===== src/rtl/pll_drp_pkg.sv =====
`default_nettype none
`timescale 1ns/1ps
// ============================================================================
// Module : pll_drp_pkg
// Brief  : Shared types, DRP register map and divide encoder for the PLL
//          DRP reconfiguration master.
// Rev    : 1.0 - initial release
// ============================================================================
package pll_drp_pkg;

  typedef enum logic [3:0] {
    S_IDLE       = 4'd0,
    S_ASSERT_RST = 4'd1,
    S_RD         = 4'd2,
    S_RD_WAIT    = 4'd3,
    S_WR         = 4'd4,
    S_WR_WAIT    = 4'd5,
    S_NEXT       = 4'd6,
    S_HOLD       = 4'd7,
    S_RELEASE    = 4'd8,
    S_WAIT_LOCK  = 4'd9,
    S_DONE       = 4'd10,
    S_ERR        = 4'd11
  } state_e;

  // REG1/REG2 pairs for CLKOUT0, CLKOUT1 and CLKFBOUT, in processing order
  localparam logic [6:0] REG_ADDR [0:5] = '{7'h08, 7'h09, 7'h0A, 7'h0B, 7'h14, 7'h15};

  localparam logic [15:0] REG1_KEEP_MASK   = 16'hF000;
  localparam int          REG2_EDGE_BIT    = 7;
  localparam int          REG2_NOCOUNT_BIT = 6;

  localparam logic [6:0] FB_MULT_MAX = 7'd19;

  localparam logic [1:0] ERR_NONE    = 2'd0;
  localparam logic [1:0] ERR_DRDY_TO = 2'd1;
  localparam logic [1:0] ERR_LOCK_TO = 2'd2;
  localparam logic [1:0] ERR_ILLEGAL = 2'd3;

  // Returns {edge, nocount, high[5:0], low[5:0]} for a divide value d
  function automatic logic [13:0] div_to_hl(input logic [6:0] d);
    logic [5:0] high;
    logic [5:0] low;
    high = d[6:1];
    // low = d - high, only the six LSBs are ever written to the PLL
    low  = d[5:0] - high;
    if (d == 7'd1) begin
      high = 6'd1;
      low  = 6'd1;
    end
    return {d[0], (d == 7'd1), high, low};
  endfunction

endpackage
`default_nettype wire


===== src/rtl/pll_drp_port.sv =====
`default_nettype none
`timescale 1ns/1ps
// ============================================================================
// Module : pll_drp_port
// Brief  : Single DRP transaction engine: drives den/dwe for one cycle,
//          waits for drdy and flags a timeout if it never arrives.
// Rev    : 1.0 - initial release
// ============================================================================
module pll_drp_port #(
  parameter int DRDY_TIMEOUT = 64
) (
  input  logic        clk_i,
  input  logic        rst_i,
  input  logic        req_i,
  input  logic        we_i,
  input  logic        drp_drdy_i,
  input  logic [15:0] drp_do_i,
  output logic        den_o,
  output logic        dwe_o,
  output logic [15:0] rdata_o,
  output logic        ok_o,
  output logic        timeout_o
);

  localparam int              CW       = $clog2(DRDY_TIMEOUT + 1);
  localparam logic [CW-1:0]   CNT_LAST = CW'(DRDY_TIMEOUT);
  localparam logic [CW-1:0]   CNT_ONE  = CW'(1);

  logic          waiting_q;
  logic [CW-1:0] cnt_q;

  // req_i is a registered one-cycle pulse from the caller, so den/dwe are glitch-free
  assign den_o     = req_i;
  assign dwe_o     = req_i & we_i;
  assign rdata_o   = drp_do_i;
  // drdy outside an open transaction (stale or spurious) never reaches the caller
  assign ok_o      = waiting_q & drp_drdy_i;
  assign timeout_o = waiting_q & ~drp_drdy_i & (cnt_q == CNT_LAST);

  // Track the open transaction and count cycles since its den
  always_ff @(posedge clk_i) begin
    if (rst_i) begin
      waiting_q <= 1'b0;
      cnt_q     <= '0;
    end else if (req_i) begin
      waiting_q <= 1'b1;
      cnt_q     <= CNT_ONE;
    end else if (waiting_q) begin
      if (ok_o || timeout_o) begin
        waiting_q <= 1'b0;
      end else begin
        cnt_q <= cnt_q + CNT_ONE;
      end
    end
  end

endmodule
`default_nettype wire


===== src/rtl/pll_drp_reconfig.sv =====
`default_nettype none
`timescale 1ns/1ps
// ============================================================================
// Module : pll_drp_reconfig
// Brief  : DRP master that holds the PLL in reset, read-modify-writes the six
//          clock divider registers, releases reset and waits for lock.
// Rev    : 1.0 - initial release
// ============================================================================
module pll_drp_reconfig #(
  parameter int DRDY_TIMEOUT = 64,
  parameter int LOCK_TIMEOUT = 65535,
  parameter int RST_HOLD     = 8
) (
  input  logic        drp_dclk,
  input  logic        free_run_rst,
  input  logic        cfg_req,
  output logic        cfg_ack,
  input  logic [6:0]  cfg_out0_div,
  input  logic [6:0]  cfg_out1_div,
  input  logic [6:0]  cfg_fb_mult,
  output logic [6:0]  drp_daddr,
  output logic [15:0] drp_di,
  input  logic [15:0] drp_do,
  output logic        drp_den,
  output logic        drp_dwe,
  input  logic        drp_drdy,
  input  logic        locked,
  output logic        pll_rst,
  output logic        busy,
  output logic        done,
  output logic        err,
  output logic [1:0]  err_code
);

  import pll_drp_pkg::*;

  localparam int            LW        = $clog2(LOCK_TIMEOUT + 1);
  localparam logic [LW-1:0] LOCK_LAST = LW'(LOCK_TIMEOUT - 1);
  localparam int            HW        = (RST_HOLD > 1) ? $clog2(RST_HOLD) : 1;
  localparam logic [HW-1:0] HOLD_LAST = HW'(RST_HOLD - 1);

  state_e        state_q;
  logic [2:0]    idx_q;
  logic [6:0]    out0_q, out1_q, fb_q;
  logic [6:0]    daddr_q;
  logic [15:0]   di_q;
  logic          req_q, we_q;
  logic [HW-1:0] hold_q;
  logic [LW-1:0] lock_cnt_q;
  logic          pll_rst_q, done_q, err_q, abort_q;
  logic [1:0]    err_code_q;
  logic          lock_meta_q, lock_sync_q;

  logic          w_ok, w_to;
  logic [15:0]   w_rdata;
  logic          w_cfg_illegal;

  // Builds the write word for register idx from its read-back value
  function automatic logic [15:0] merge_word(input logic [15:0] rd, input logic [2:0] idx,
                                             input logic [6:0] o0, input logic [6:0] o1,
                                             input logic [6:0] fb);
    logic [6:0]  d;
    logic [13:0] enc;
    logic [15:0] w;
    case (idx[2:1])
      2'd0:    d = o0;
      2'd1:    d = o1;
      default: d = fb;
    endcase
    enc = div_to_hl(d);
    if (!idx[0]) begin
      w = (rd & REG1_KEEP_MASK) | {4'b0000, enc[11:0]};
    end else begin
      w = rd;
      w[REG2_EDGE_BIT]    = enc[13];
      w[REG2_NOCOUNT_BIT] = enc[12];
    end
    return w;
  endfunction

  assign w_cfg_illegal = (cfg_out0_div == 7'd0) || (cfg_out1_div == 7'd0) ||
                         (cfg_fb_mult == 7'd0) || (cfg_fb_mult > FB_MULT_MAX);

  assign cfg_ack   = (state_q == S_IDLE);
  assign busy      = (state_q != S_IDLE);
  assign drp_daddr = daddr_q;
  assign drp_di    = di_q;
  assign pll_rst   = pll_rst_q;
  assign done      = done_q;
  assign err       = err_q;
  assign err_code  = err_code_q;

  pll_drp_port #(
    .DRDY_TIMEOUT (DRDY_TIMEOUT)
  ) u_port (
    .clk_i      (drp_dclk),
    .rst_i      (free_run_rst),
    .req_i      (req_q),
    .we_i       (we_q),
    .drp_drdy_i (drp_drdy),
    .drp_do_i   (drp_do),
    .den_o      (drp_den),
    .dwe_o      (drp_dwe),
    .rdata_o    (w_rdata),
    .ok_o       (w_ok),
    .timeout_o  (w_to)
  );

  // Two-flop synchronizer for the PLL lock indication
  always_ff @(posedge drp_dclk) begin
    if (free_run_rst) begin
      lock_meta_q <= 1'b0;
      lock_sync_q <= 1'b0;
    end else begin
      lock_meta_q <= locked;
      lock_sync_q <= lock_meta_q;
    end
  end

  // Reconfiguration sequencer with registered outputs
  always_ff @(posedge drp_dclk) begin
    if (free_run_rst) begin
      state_q    <= S_IDLE;
      idx_q      <= 3'd0;
      out0_q     <= 7'd0;
      out1_q     <= 7'd0;
      fb_q       <= 7'd0;
      daddr_q    <= 7'd0;
      di_q       <= 16'd0;
      req_q      <= 1'b0;
      we_q       <= 1'b0;
      hold_q     <= '0;
      lock_cnt_q <= '0;
      pll_rst_q  <= 1'b0;
      done_q     <= 1'b0;
      err_q      <= 1'b0;
      abort_q    <= 1'b0;
      err_code_q <= ERR_NONE;
    end else begin
      done_q <= 1'b0;
      req_q  <= 1'b0;
      we_q   <= 1'b0;
      case (state_q)
        S_IDLE: begin
          if (cfg_req) begin
            out0_q  <= cfg_out0_div;
            out1_q  <= cfg_out1_div;
            fb_q    <= cfg_fb_mult;
            idx_q   <= 3'd0;
            abort_q <= 1'b0;
            if (w_cfg_illegal) begin
              err_q      <= 1'b1;
              err_code_q <= ERR_ILLEGAL;
              state_q    <= S_ERR;
            end else begin
              err_q      <= 1'b0;
              err_code_q <= ERR_NONE;
              pll_rst_q  <= 1'b1;
              state_q    <= S_ASSERT_RST;
            end
          end
        end
        S_ASSERT_RST: begin
          daddr_q <= REG_ADDR[idx_q];
          req_q   <= 1'b1;
          state_q <= S_RD;
        end
        S_RD: state_q <= S_RD_WAIT;
        S_RD_WAIT: begin
          if (w_ok) begin
            di_q    <= merge_word(w_rdata, idx_q, out0_q, out1_q, fb_q);
            req_q   <= 1'b1;
            we_q    <= 1'b1;
            state_q <= S_WR;
          end else if (w_to) begin
            err_code_q <= ERR_DRDY_TO;
            abort_q    <= 1'b1;
            hold_q     <= '0;
            state_q    <= S_HOLD;
          end
        end
        S_WR: state_q <= S_WR_WAIT;
        S_WR_WAIT: begin
          if (w_ok) begin
            state_q <= S_NEXT;
          end else if (w_to) begin
            err_code_q <= ERR_DRDY_TO;
            abort_q    <= 1'b1;
            hold_q     <= '0;
            state_q    <= S_HOLD;
          end
        end
        S_NEXT: begin
          if (idx_q < 3'd5) begin
            idx_q   <= idx_q + 3'd1;
            daddr_q <= REG_ADDR[idx_q + 3'd1];
            req_q   <= 1'b1;
            state_q <= S_RD;
          end else begin
            hold_q  <= '0;
            state_q <= S_HOLD;
          end
        end
        S_HOLD: begin
          if (hold_q == HOLD_LAST) begin
            pll_rst_q <= 1'b0;
            if (abort_q) begin
              err_q   <= 1'b1;
              state_q <= S_ERR;
            end else begin
              state_q <= S_RELEASE;
            end
          end else begin
            hold_q <= hold_q + 1'b1;
          end
        end
        S_RELEASE: begin
          lock_cnt_q <= '0;
          state_q    <= S_WAIT_LOCK;
        end
        S_WAIT_LOCK: begin
          if (lock_sync_q) begin
            done_q  <= 1'b1;
            state_q <= S_DONE;
          end else if (lock_cnt_q == LOCK_LAST) begin
            err_q      <= 1'b1;
            err_code_q <= ERR_LOCK_TO;
            state_q    <= S_ERR;
          end else begin
            lock_cnt_q <= lock_cnt_q + 1'b1;
          end
        end
        S_DONE:  state_q <= S_IDLE;
        S_ERR:   state_q <= S_IDLE;
        default: state_q <= S_IDLE;
      endcase
    end
  end

endmodule
`default_nettype wire


===== config.mk =====
export PLATFORM = sky130hd
export DESIGN_NAME = pll_drp_reconfig
export DESIGN_NICKNAME = d
export VERILOG_FILES = /design/src/rtl/pll_drp_pkg.sv /design/src/rtl/pll_drp_port.sv /design/src/rtl/pll_drp_reconfig.sv
export SDC_FILE = /design/constraint.sdc
export NUM_CORES = 1
export LEC_CHECK = 0
export ABC_CLOCK_PERIOD_IN_PS = 4200
export BUFFER_PORTS_ARGS = -buffer_cell sky130_fd_sc_hd__buf_2
export CAP_MARGIN = 20
export CORE_MARGIN = 2
export CORE_UTILIZATION = 25
export CTS_CLUSTER_DIAMETER = 80
export CTS_CLUSTER_SIZE = 12
export DETAILED_ROUTE_END_ITERATION = 8
export HOLD_SLACK_MARGIN = 0.15
export SETUP_SLACK_MARGIN = 0.2
export SKIP_LAST_GASP = 1
export SYNTH_ARGS = -nofsm -noshare
export SYNTH_HDL_FRONTEND = slang
export SYNTH_SLANG_ARGS = --single-unit

===== constraint.sdc =====
create_clock -name drp_dclk -period 4.2 [get_ports drp_dclk]
set_clock_uncertainty 0.05 [all_clocks]
set_input_delay 0.42 -clock drp_dclk [delete_from_list [all_inputs] [get_ports drp_dclk]]
set_output_delay 0.42 -clock drp_dclk [all_outputs]
set_load 0.02 [all_outputs]

After elaboration in Yosys (flattened, before gate mapping)
Memory sizes are Yosys's and may differ from the RTL's.
Cells that the tools add are included.
{"block": "word_totals", "n_memories": 2, "regBits": 88, "elab_cells": 180, "mem_bits_ro": 112, "output_inout_bits": 32, "input_bits": 42}
{"name": "(no name shown)", "depth": 8, "word_bits": 7, "rd": 1, "rd_ports_with_merged_regs": 0, "write_ports": 0, "line_no": "pll_drp_reconfig.sv:196", "rtl": "daddr_q <= REG_ADDR[idx_q + 3'd1];"}
{"name": "(no name shown)", "depth": 8, "word_bits": 7, "rd": 1, "rd_ports_with_merged_regs": 0, "write_ports": 0, "line_no": "pll_drp_reconfig.sv:164", "rtl": "daddr_q <= REG_ADDR[idx_q];"}
{"block": "classes", "add_sub_neg": 5, "eq_ne": 28, "n_reduce_logical": 36, "n_lt_le_gt_ge": 4, "bitwise": 11, "muxes": 73}
{"cell": "$mux W7", "n": 8}
{"cell": "$mux W16", "n": 3}
{"cell": "$mux W6", "n": 8}
{"cell": "$pmux W4 S10", "n": 1}
{"cell": "$mux W4", "n": 8}
{"cell": "$pmux W16 S2", "n": 1}
{"cell": "$pmux W7 S2", "n": 2}
{"cell": "$ne A2 B2 Y1 const B", "n": 12}
{"cell": "$logic_not A7 Y1", "n": 3}
{"cell": "$mux W1", "n": 21}
{"cell": "$mux W3", "n": 7}
{"cell": "$add A16 B1 Y16 const B", "n": 1}
{"cell": "$eq A16 B16 Y1 const B", "n": 1}
{"cell": "$eq A4 B3 Y1 const B", "n": 4}
{"cell": "$or A16 B12 Y16", "n": 1}
{"cell": "$mux W2", "n": 7}
{"cell": "$reduce_and A6 Y1", "n": 2}
{"cell": "$reduce_bool A2 Y1", "n": 6}
{"cell": "$reduce_and A2 Y1", "n": 5}
{"cell": "$pmux W3 S3", "n": 1}
{"cell": "$reduce_and A3 Y1", "n": 3}
{"cell": "$reduce_bool A3 Y1", "n": 3}
{"cell": "$eq A4 B2 Y1 const B", "n": 2}
{"cell": "$eq A4 B4 Y1 const B", "n": 2}
{"cell": "other kinds (27)", "n": 45}

Logic depth before layout (Yosys ltp)
{"block": "logic_depth", "depth_word": 12, "mapped_depth": 12, "mapped_depth_nobuf": 10}

By module
Synthesis repeated with hierarchy kept, for this count alone.
{"block": "unflattened", "cells_unflattened": 560, "hier_area_um2": 4514.3}
{"mod": "pll_drp_reconfig", "seq_area_each_um2": 1541.5, "cells_each": 490, "n_inst": 1, "area_per_inst_um2": 3922.5}
{"mod": "pll_drp_port", "seq_area_each_um2": 160.2, "cells_each": 70, "n_inst": 1, "area_per_inst_um2": 591.8}

Worst setup path before layout
OpenSTA, ideal clock, no wires.
{"block": "synth_path", "kind": "register to register", "startpoint": "register idx_q[2]", "endpoint": "register di_q[3] (netlist: drp_di[3])", "arrival_ps": 2121, "path_stages_with_launch": 11, "n_path_buf": 2, "required_ps": 4080, "slack_ps": 1959, "synth_period_minus_slack_ps": 2241, "setup_ps": 70, "path_cell_list": "dfxtp_1 -> buf_4 -> buf_4 -> o21ai_0 -> inv_1 -> ha_1 -> and2_1 -> a41oi_1 -> o2111a_1 -> a221oi_1 -> a21oi_1"}
{"block": "synth_via", "elab_chain_cells": 12, "elab_cells_between_ends": 14, "cone_classes": "1 x add/sub; 2 x eq/ne; 9 x mux; 1 x bitwise; 1 x reduce/logical"}
{"item": "start: declaration", "line_no": "pll_drp_reconfig.sv:43", "rtl": "logic [2:0] idx_q;"}
{"item": "start signal: assignment", "line_no": "pll_drp_reconfig.sv:195", "rtl": "idx_q <= idx_q + 3'd1;"}
{"item": "$eq A2 B1 Y1 / $logic_not A2 Y1 (equally long branches)", "line_no": "pll_drp_reconfig.sv:65", "rtl": "case (idx[2:1])"}
{"item": "$pmux W7 S2 (*)", "line_no": "pll_drp_reconfig.sv:65"}
{"item": "$mux W7 (*)", "line_no": "pll_drp_reconfig.sv:170", "rtl": "if (w_ok) begin"}
{"item": "$mux W7 (*)", "line_no": "pll_drp_reconfig.sv:143", "rtl": "case (state_q)"}
{"item": "$mux W7 (*)", "line_no": "pll_drp_reconfig.sv:122", "rtl": "if (free_run_rst) begin"}
{"item": "$sub A6 B6 Y6 / $eq A7 B1 Y1 (equally long branches)", "line_no": "pll_drp_pkg.sv:46, pll_drp_pkg.sv:47"}
{"item": "$mux W6 (*)", "line_no": "pll_drp_pkg.sv:47", "rtl": "if (d == 7'd1) begin"}
{"item": "$mux W6 (*)", "line_no": "pll_drp_reconfig.sv:170"}
{"item": "$mux W6 (*)", "line_no": "pll_drp_reconfig.sv:143"}
{"item": "$mux W6 (*)", "line_no": "pll_drp_reconfig.sv:122"}
{"item": "$or A16 B12 Y16 (*)", "line_no": "pll_drp_reconfig.sv:72", "rtl": "w = (rd & REG1_KEEP_MASK) | {4'b0000, enc[11:0]};"}
{"item": "$mux W16 (*)", "line_no": "pll_drp_reconfig.sv:71", "rtl": "if (!idx[0]) begin"}
{"item": "end signal: assignment", "line_no": "pll_drp_reconfig.sv:171", "rtl": "di_q <= merge_word(w_rdata, idx_q, out0_q, out1_q, fb_q);"}
{"item": "end: declaration", "line_no": "pll_drp_reconfig.sv:46", "rtl": "logic [15:0] di_q;"}
Every way passes the cells marked *; elsewhere a longest branch is shown, timed or not. The select of a mux whose other input is x is not followed.
A chain may end at the register's enable or synchronous reset.

Worst setup path after layout
{"block": "layout_path", "startpoint": "register idx_q[1]", "endpoint": "register di_q[3] (netlist: drp_di[3])"}
The elaborated chain is that of the path after synthesis.

==> summary.md <==
Cells and area
* **Layout Nets** 661
* **storage element area** 0.00170 mm²
* **highest-count cells in the layout ignoring fill and taps** sky130_fd_sc_hd__dfxtp_1 (85), sky130_fd_sc_hd__nand2_1 (77), sky130_fd_sc_hd__buf_2 (69)
* **final core area utilization** 29.3%
* **most frequent standard cell in the layout excluding fill and tap cells** sky130_fd_sc_hd__dfxtp_1
* **final-layout fill cell count** 1,901
* **diode count** 0
* **area of combinational cells with multiple inputs** 0.00254 mm²
* **layout cell share with drive strength beyond 1** 17.2%
* **growth of design area from synthesis to finish** 16.0%

Floorplanning
* **initial core utilization** 25.3%
* **Placement Rows** 49
* **full die area** 0.0192 mm²
* **horizontal die dimension** 138 µm
* **count of pins on the block boundary** 74
* **Vert. Die Dim** 138 µm
* **Core Area** 0.0178 mm²

Detailed routing
* **drt wl/cell** 13.4 µm
* **iteration-0 DRC count of the detailed router** 246
* **vias post-DR** 4,008
* **remaining antenna violation count after routing** 0
* **Pre-antenna DRT Iters** 5
* **number of remaining DRC errors** 0
* **Post-Route WL** 11,200 µm
* **routed via count divided by cell count** 4.78

Logic synthesis
* **Synth Area in Adders** 3.88%
* **mux contribution to synthesized area** 4.16%
* **basic-gate share of the synthesized area counting and, or, nand and nor cells** 24.8%
* **Area contributors post-synth** sky130_fd_sc_hd__dfxtp_1 (38%), sky130_fd_sc_hd__nand2_1 (6.4%), sky130_fd_sc_hd__nor2_1 (5.6%)
* **fraction of the yosys area taken by sequential cells** 37.7%
* **distinct cell type count of the synthesized netlist** 64
* **combinational family with the most area after synthesis** simple AND/OR/NAND/NOR gates
* **post-synthesis area per instance** 8.08 µm²
* **complex-gate fraction of the synthesized area** 18.5%
* **netlist area before placement** 0.00452 mm²
* **XOR/XNOR Fraction of Synth Area** 4.85%
* **Synth warnings** 0
* **Post-synth top flop** sky130_fd_sc_hd__dfxtp_1
* **proportion of netlist area held by the largest area contributor** 37.7%
* **count of flip-flops with a built-in enable after synthesis** 0
* **Synth area leader** sky130_fd_sc_hd__dfxtp_1
* **cells after synthesis** 559
* **share of synthesized registers carrying an async set or reset** 0%
* **#FFs+latches synth** 85

Placed design
* **dpl hpwl** 8020 µm
* **port bufs** 69
* **global placement routability congestion** 0.815

Worst setup path
* **source of the worst register-to-register timing path** idx_q[1]
* **depth of the critical timing path with buffers and inverters included** 9
* **Max FO, Critical Path** 11
* **delay of the slowest cell on the worst path** 690 ps
* **Reg2Reg Depth** 9
* **register-to-register path setup slack** 1290 ps
* **critical path class** register to register
* **buffer and inverter count on the worst path** 1
* **Slowest cell on crit path** sky130_fd_sc_hd__dfxtp_1
* **source of the critical timing path** idx_q[1]
* **Critical Path Sink Type** register
* **critical path, cell by cell** mux2i_1, o21ai_0, inv_1, ha_1, and2_1, a41oi_1, o2111a_1, a221oi_1, a21oi_1
* **startpoint kind of the worst setup timing path** register
* **data required time of the critical path** 4420 ps
* **family with the most delay on the worst path** compound AO/OA/AOI/OAI gates
* **Worst Setup EP** drp_di[3]
* **RR Endpoint** drp_di[3]
* **arrival time at the worst endpoint** 3130 ps

STA
* **number of hold violations in the final report** 0
* **max-slew headroom at the worst pin** 43.3%
* **shortest clock period the worst path allows after layout** 2910 ps
* **Setup Viol. Count Final** 0
* **Total Neg Setup Slack** 0 ps
* **pins over their slew limit** 0
* **Tightest Pin Transition** 850 ps
* **unrepaired setup endpoints after global routing** false
* **post-route fraction of the period consumed by the critical path** 69.3%
* **timing-limited maximum frequency** 344 MHz

Clock tree
* **number of buffers added for setup after CTS** 0
* **CTS tree** built
* **clock tree root buffer cell** sky130_fd_sc_hd__clkbuf_16
* **clock latency of the later-clocked register in the worst-skew pair** 340 ps
* **TritonCTS sink count** 85
* **maximum count of clock buffers along a single path** 2
* **hold_buf cts** 0
* **clock-pin slew on the worst setup and hold paths** 60 ps
* **# H-tree levels** 3
* **cts bufs inserted** 9
* **number of gates resized after cts** 0

Flow run
* **max-capacitance violation count** 0

Power
* **IR drop worst, VDD** 222 µV
* **Power Dens Cells** 497 mW/mm²
* **Static Leak** 2.03 nW

GRT
* **total track usage** 12.0%
* **first-pass GRT wire length** 18,800 µm
* **total grt overflow** 0
* **largest net degree at the start of global routing** 61
* **antenna violations before repair** 0
* **via count of the first global-routing pass** 3,710

Worst hold path
* **type of the worst min-delay path** primary input to register

Run status
* **status** finished, final reports clean

## report_power, final
| group | leakage, nW | switching [W] | internal (W) |
|---|---|---|---|
| clock | 0.134 | 0.000326 | 0.000409 |
| sequential | 0.690 | 0.000116 | 0.000901 |
| combinational | 1.20 | 0.000517 | 0.000335 |
## worst min-delay path by stage
stage	startpoint	endpoint	slack [ps]	depth (start not counted)
2_1_floorplan	lock_meta_q	lock_sync_q	360	1
3_3_place_gp	lock_meta_q	lock_sync_q	380	1
3_5_place_dp	lock_meta_q	lock_sync_q	380	1
4_1_cts	locked	lock_meta_q	240	2
5_1_grt	locked	lock_meta_q	250	2
6_report	locked	lock_meta_q	240	2
## cell type report
class / count / share of cell area (%)
inverters: 19 / 1.36
well taps: 229 / 5.47
repair buffers: 72 / 7.03
clock inverters: 5 / 0.526
flip-flops and latches: 85 / 32.5
clock buffers: 10 / 4.56
multi-input cells: 418 / 48.6
## synth_stat cells, types with 3 or more instances
cell type / n
sky130_fd_sc_hd__dfxtp_1: 85
sky130_fd_sc_hd__nand2_1: 77
sky130_fd_sc_hd__nor2_1: 67
sky130_fd_sc_hd__a21oi_1: 49
sky130_fd_sc_hd__o21ai_0: 23
sky130_fd_sc_hd__clkbuf_1: 20
sky130_fd_sc_hd__xor2_1: 19
sky130_fd_sc_hd__inv_1: 18
sky130_fd_sc_hd__ha_1: 14
sky130_fd_sc_hd__nand3_1: 14
sky130_fd_sc_hd__nand4_1: 14
sky130_fd_sc_hd__nor3_1: 14
sky130_fd_sc_hd__a211oi_1: 11
sky130_fd_sc_hd__nor2b_1: 10
sky130_fd_sc_hd__and2_1: 9
sky130_fd_sc_hd__buf_4: 9
sky130_fd_sc_hd__mux2i_1: 9
sky130_fd_sc_hd__and3_1: 6
sky130_fd_sc_hd__nand2b_1: 6
sky130_fd_sc_hd__xnor2_1: 6
sky130_fd_sc_hd__a221oi_1: 5
sky130_fd_sc_hd__o211ai_1: 5
sky130_fd_sc_hd__buf_2: 4
sky130_fd_sc_hd__a22oi_1: 3
sky130_fd_sc_hd__a311oi_1: 3
sky130_fd_sc_hd__a31oi_1: 3
sky130_fd_sc_hd__and4_1: 3
sky130_fd_sc_hd__buf_6: 3
sky130_fd_sc_hd__o21a_1: 3
sky130_fd_sc_hd__or3_1: 3
## cell families after synthesis
kind of cell    after synthesis
buf+inv                      57
compound gates              127
mux                          15
other cells                   1
xor+xnor                     25
flops                        85
fa+ha+maj                    14
simple gates                235
## per-stage QoR
stage          setup WS (ps)  hold slack, ps  area, µm²  instances  total power (W)
2_1_floorplan           1960             364       4520        560          0.00169
3_3_place_gp            1230             378       4970        823          0.00188
3_5_place_dp            1260             378       4970        823          0.00188
4_1_cts                 1220             242       5240        838          0.00262
5_1_grt                 1080             251       5240        838          0.00278
6_report                1290             240       5240        838          0.00260
## flip-flops by register name, summed over array words and instances, names as in the netlist, 2 cells and up
signal	flops
drp_di	16
drp_daddr	4
lock_cnt_q	16
fb_q	7
err_code	2
out1_q	7
hold_q	3
out0_q	7
idx_q	3
state_q	4
u_port.cnt_q	7
## per-layer routing
layer  vias to the layer above  track usage [%]  share of wire (%)
li1                       2037                -                  -
met1                      1870             15.8                 48
met2                        87             18.9                 46
met3                        14             2.94                4.3
met4                         0             4.56                1.6
met5                         -                0                  0
(Power assumes the default switching activity.)
